<file path="config.mk">
export PLATFORM = sky130hd
export DESIGN_NAME = viterbi_decoder_k6
export DESIGN_NICKNAME = d
export VERILOG_FILES = /design/src/rtl/viterbi_decoder_k6.sv
export SDC_FILE = /design/constraint.sdc
export NUM_CORES = 2
export LEC_CHECK = 0
export CORE_ASPECT_RATIO = 1.4
export CORE_MARGIN = 2
export CORE_UTILIZATION = 50
export CTS_BUF_LIST = sky130_fd_sc_hd__clkbuf_16
export DETAILED_ROUTE_END_ITERATION = 10
export PLACE_DENSITY = 0.78
export SYNTH_ARGS = -nofsm -noshare
export SYNTH_HDL_FRONTEND = slang
export SYNTH_SLANG_ARGS = --single-unit
</file>
<file path="constraint.sdc">
create_clock -name clk -period 45 [get_ports clk]
set_clock_uncertainty 0.2 [all_clocks]
set_input_delay 13.5 -clock clk [delete_from_list [all_inputs] [get_ports clk]]
set_output_delay 13.5 -clock clk [all_outputs]
set_load 0.005 [all_outputs]
</file>
<file path="src/rtl/viterbi_decoder_k6.sv">
// rtl/viterbi_decoder_k6.sv - hard-decision rate-1/2 Viterbi decoder, K=3 (7,5) or K=6 (65,57), register exchange
// Optional VITDEC_BEST_STATE_EN: emit from the best-metric state instead of path[0].
module viterbi_decoder_k6 #(
  parameter int DEPTH = 32,
  parameter int PM_W  = 7
) (
  input  logic       clk,
  input  logic       reset,
  input  logic       choose_constraint_length,
  input  logic       in_valid,
  input  logic [1:0] in_sym,
  output logic       out_valid,
  output logic       out_bit
);
  localparam int NS = 32;
  localparam int CW = $clog2(DEPTH + 1);
  localparam logic [PM_W-1:0] PM_MAX   = {PM_W{1'b1}};
  localparam logic [CW-1:0]   CNT_FULL = CW'(DEPTH);
  localparam logic [CW-1:0]   CNT_EMIT = CW'(DEPTH - 1);

  logic                  mode_q, mode_d;
  logic [PM_W-1:0]       pm_q [NS];
  logic [PM_W-1:0]       pm_d [NS];
  logic [DEPTH-1:0]      path_q [NS];
  logic [DEPTH-1:0]      path_d [NS];
  logic [CW-1:0]         cnt_q, cnt_d;
  logic                  out_valid_q, out_valid_d;
  logic                  out_bit_q, out_bit_d;

  // v is {new state, oldest bit}, right-aligned; K=3 uses only v[2:0]
  function automatic logic [1:0] branch_metric(input logic mode, input logic [5:0] v,
                                               input logic [1:0] sym);
    logic [5:0] g0;
    logic [5:0] g1;
    logic [1:0] e;
    g0 = mode ? 6'o65 : 6'o07;
    g1 = mode ? 6'o57 : 6'o05;
    e  = {^(v & g0), ^(v & g1)};
    return {1'b0, sym[1] ^ e[1]} + {1'b0, sym[0] ^ e[0]};
  endfunction

  always_comb begin : acs
    logic [PM_W-1:0] pm_min;
    logic [4:0]      sn, p0, p1, psel;
    logic [5:0]      v0, v1;
    logic            in_bit;
    logic [PM_W+1:0] c0, c1, cmin, diff;
`ifdef VITDEC_BEST_STATE_EN
    logic [4:0]      best;
    logic [PM_W-1:0] best_pm;
`endif
    mode_d      = mode_q;
    pm_d        = pm_q;
    path_d      = path_q;
    cnt_d       = cnt_q;
    out_valid_d = 1'b0;
    out_bit_d   = out_bit_q;
    sn = '0; p0 = '0; p1 = '0; psel = '0; v0 = '0; v1 = '0; in_bit = 1'b0;
    c0 = '0; c1 = '0; cmin = '0; diff = '0;

    pm_min = PM_MAX;
    for (int s = 0; s < NS; s++) begin
      if ((mode_q || s < 4) && pm_q[s] < pm_min) pm_min = pm_q[s];
    end

    if (in_valid) begin
      for (int s = 0; s < NS; s++) begin
        sn = 5'(s);
        if (mode_q) begin
          p0 = {sn[3:0], 1'b0};
          p1 = {sn[3:0], 1'b1};
          in_bit = sn[4];
          v0 = {sn, 1'b0};
          v1 = {sn, 1'b1};
        end else begin
          p0 = {3'b000, sn[0], 1'b0};
          p1 = {3'b000, sn[0], 1'b1};
          in_bit = sn[1];
          v0 = {3'b000, sn[1:0], 1'b0};
          v1 = {3'b000, sn[1:0], 1'b1};
        end
        c0 = {2'b00, pm_q[p0]} + {{PM_W{1'b0}}, branch_metric(mode_q, v0, in_sym)};
        c1 = {2'b00, pm_q[p1]} + {{PM_W{1'b0}}, branch_metric(mode_q, v1, in_sym)};
        // strict compare: ties keep the b=0 predecessor
        psel = (c1 < c0) ? p1 : p0;
        cmin = (c1 < c0) ? c1 : c0;
        diff = cmin - {2'b00, pm_min};
        if (mode_q || s < 4) begin
          pm_d[s]   = (diff > {2'b00, PM_MAX}) ? PM_MAX : diff[PM_W-1:0];
          path_d[s] = {path_q[psel][DEPTH-2:0], in_bit};
        end
      end

      out_valid_d = (cnt_q >= CNT_EMIT);
      if (cnt_q != CNT_FULL) cnt_d = cnt_q + CW'(1);
`ifdef VITDEC_BEST_STATE_EN
      best    = '0;
      best_pm = pm_d[0];
      for (int s = 1; s < NS; s++) begin
        if ((mode_q || s < 4) && pm_d[s] < best_pm) begin
          best    = 5'(s);
          best_pm = pm_d[s];
        end
      end
      if (out_valid_d) out_bit_d = path_d[best][DEPTH-1];
`else
      if (out_valid_d) out_bit_d = path_d[0][DEPTH-1];
`endif
    end
  end

  always_ff @(posedge clk) begin
    if (reset) begin
      mode_q <= choose_constraint_length;
      for (int s = 0; s < NS; s++) begin
        pm_q[s]   <= (s == 0) ? '0 : PM_MAX;
        path_q[s] <= '0;
      end
      cnt_q       <= '0;
      out_valid_q <= 1'b0;
      out_bit_q   <= 1'b0;
    end else begin
      mode_q      <= mode_d;
      pm_q        <= pm_d;
      path_q      <= path_d;
      cnt_q       <= cnt_d;
      out_valid_q <= out_valid_d;
      out_bit_q   <= out_bit_d;
    end
  end

  assign out_valid = out_valid_q;
  assign out_bit   = out_bit_q;
endmodule
</file>
==> impl_metrics.yaml <==
cells_and_area:
  nNetsFinal: 10900
  fillers: 14900
  area_growth_pct: 13.7
  drive_gt1_share_pct: 15.3
  post-route-cell-area_um2: 95300
drt:
  vias: 82100
  wl_mm: 366
  routedWlPerCell_um: 28.9
  first_pass_iters: 9
  vias_per_cell: 6.48
  antenna_left: 0
  remaining_drc_errors: 1
  initialDrtViolationCount: 7885
yosys:
  synth-edff-count: 1
  syn_nets: 10600
  syn-cell-area_um2: 83900
  async_flop_share_pct: 0
  syn_avg_cell_area_um2: 8.37
  synthFlopType: "dfxtp_1"
  synth.top_cell.area_share_pct: 25.5
  synth_area_leader_cell: "dfxtp_1"
  synth_commonest_cells: "nor2_1 (1363), dfxtp_1 (1070), mux2i_1 (922)"
  yosys-top-cells-area: "dfxtp_1 (26%), mux2i_1 (11%), ha_1 (7.2%), a211oi_1 (7.0%), nor2_1 (6.1%)"
  synth.most_common_cell: "nor2_1"
  netlist_instances: 10000
  ys_seq_elements: 1071
  ys_seq_area_share_pct: 25.6
  ys_warn_count: 0
  synthDistinctLibCells: 175
sta:
  clock.fmax_mhz: 23.1
  tightest_slew_ps: 1600
  min_period_over_period_pct: 96.1
  relSlewSlack_pct: -7.99
  setup_viol_count_final: 0
  fin_crit_ps: 43250
  finalHoldViolations: 0
  drv_slew: 2
floorplan:
  die_w_um: 350
  core_area_um2: 166000
  initial_core_util_pct: 50.4
  rows: 177
  io_pins: 8
  die_h_um: 489
  dieArea_um2: 171000
outcome:
  outcome: "finished, violations left"
  violations: "design-rule violations, max-capacitance violations, max-slew violations"
clocking:
  clk_pin_slew_worst_paths_ps: 70
  h-tree-depth: 3
  numCtsBuffers: 102
  clock_latency_ps: 800
  postCtsHoldBufs: 0
  clock_sinks: 1071
  clk_path_buf_depth: 3
  cts_tree: "yes"
  root_buffer: "clkbuf_16"
critical_path:
  critPathMaxFanout: 10
  crit_required_ps: 45480
  start_kind: "flop"
  path_class: "flop to flop"
  arrival_ps: 43730
  endpoint_kind: "flop"
  max_stage_delay_ps: 630
  critPathSlowestCell: "dfxtp_1"
  crit_top_cell: "ha_4"
global_routing:
  grt_busiest_layer: "met2"
  antenna_found_initial: 18
  grt_pass1_wl_mm: 527
  grt_pass1_vias: 79600
  grt_max_degree: 297
  grt_use_met2_pct: 67.8
  grtUsageMet1_pct: 44.4
  overflow: 0
  grt_util_all_layers_pct: 41.7
  met3_usage_pct: 8.57
placed_design:
  place.gp.congestion: 1.10
  io_buffers: 7
  post_dp_cell_area_um2: 91300
  dp_hpwl_mm: 273
min_path:
  min_path_type: "flop to flop"
flow_run:
  maxCapViolCount: 1
[layout make-up]
| class | instances | area [um^2] | area share, % |
|---|---|---|---|
| Antenna cell | 16 | 40.0 | 0.0420 |
| Clock buffer | 102 | 2550 | 2.68 |
| Clock inverter | 83 | 688 | 0.722 |
| Inverter | 486 | 1850 | 1.94 |
| Multi-Input combinational cell | 7838 | 59200 | 62.1 |
| Sequential cell | 1071 | 21500 | 22.5 |
| Tap cell | 2237 | 2800 | 2.94 |
| Timing Repair Buffer | 833 | 6710 | 7.04 |
[per-stage QoR]
stage          util [%]  hold slack (ps)  instances  setup TNS (ps)  worst slack, ps
3_3_place_gp       54.9              252      12400               0             1700
3_5_place_dp       54.9              265      12400               0              943
6_report           57.3              274      12700               0             1750
4_1_cts            56.9              272      12600               0              766
2_1_floorplan         -              240      10000           -5990             -268
5_1_grt            57.3              290      12700          -21070             -219
[worst paths after layout]
kind,from,cells after the start,slack (ps),end
setup reg to reg,pm_q[220]$_SDFFE_PP0P_,244,1750,pm_q[20]$_SDFFE_PP1P_
hold / removal,path_q[34]$_SDFFE_PP0P_,2,270,path_q[34]$_SDFFE_PP0P_
setup / recovery,pm_q[220]$_SDFFE_PP0P_,244,1750,pm_q[20]$_SDFFE_PP1P_
hold reg to reg,path_q[34]$_SDFFE_PP0P_,2,270,path_q[34]$_SDFFE_PP0P_
[registers in the layout (all words and copies together) (netlist names)]
signal and count:
cnt_q 6, mode_d 1, out_bit 1, out_valid 1, path_q 838, pm_q 224
[cell usage in the layout (no fill, tap or decap), types with 115 or more instances in the layout]
| master | instances |
|---|---|
| nand2b_1 | 117 |
| a21oi_1 | 584 |
| a211oi_1 | 783 |
| a31oi_1 | 127 |
| inv_1 | 481 |
| dfxtp_1 | 1068 |
| xor2_1 | 220 |
| nor2_1 | 1339 |
| ha_1 | 465 |
| o21ai_0 | 274 |
| mux2i_1 | 913 |
| nor2b_1 | 130 |
| nand2_1 | 541 |
| nand3_1 | 115 |
| buf_4 | 788 |
| xnor2_1 | 403 |
[repair_timing]
action / in CTS / in global routing
setup endpoints to repair: 0 / 224
setup buffers: 0 / 33
resized for setup: 0 / 94
[routing by layer]
metal | routed length [um] | share of wire (%)
met1 | 128000 | 35
met2 | 167000 | 46
met3 | 28000 | 7.6
met4 | 42800 | 12
met5 | 96 | 0.026
[critical path: cells and delay by family (launching register included)]
kind | cells | cell delay, ps
buffers and inverters | 30 | 3350
DFF | 1 | 630
and+or+nand+nor | 70 | 10340
muxes | 21 | 5080
adders and majority gates | 30 | 7870
xor gates and xnor gates | 1 | 110
AOI/OAI and AO/OA | 92 | 15460
[cell families (layout without fill, tap and decap cells)]
kind of cell	Yosys count	count (layout)	share of synthesized area [%]
xor+xnor	630	630	6.62
compound gates	2733	2733	23.1
buf+inv	1108	1504	5.74
mux	1063	1063	13.7
other cells	0	16	0
simple gates	2763	2763	14.9
fa+ha+maj	649	649	10.3
flops	1071	1071	25.6
Power is not shown: default switching activity piles up to over one toggle a cycle in this logic, so the estimate is an artifact.
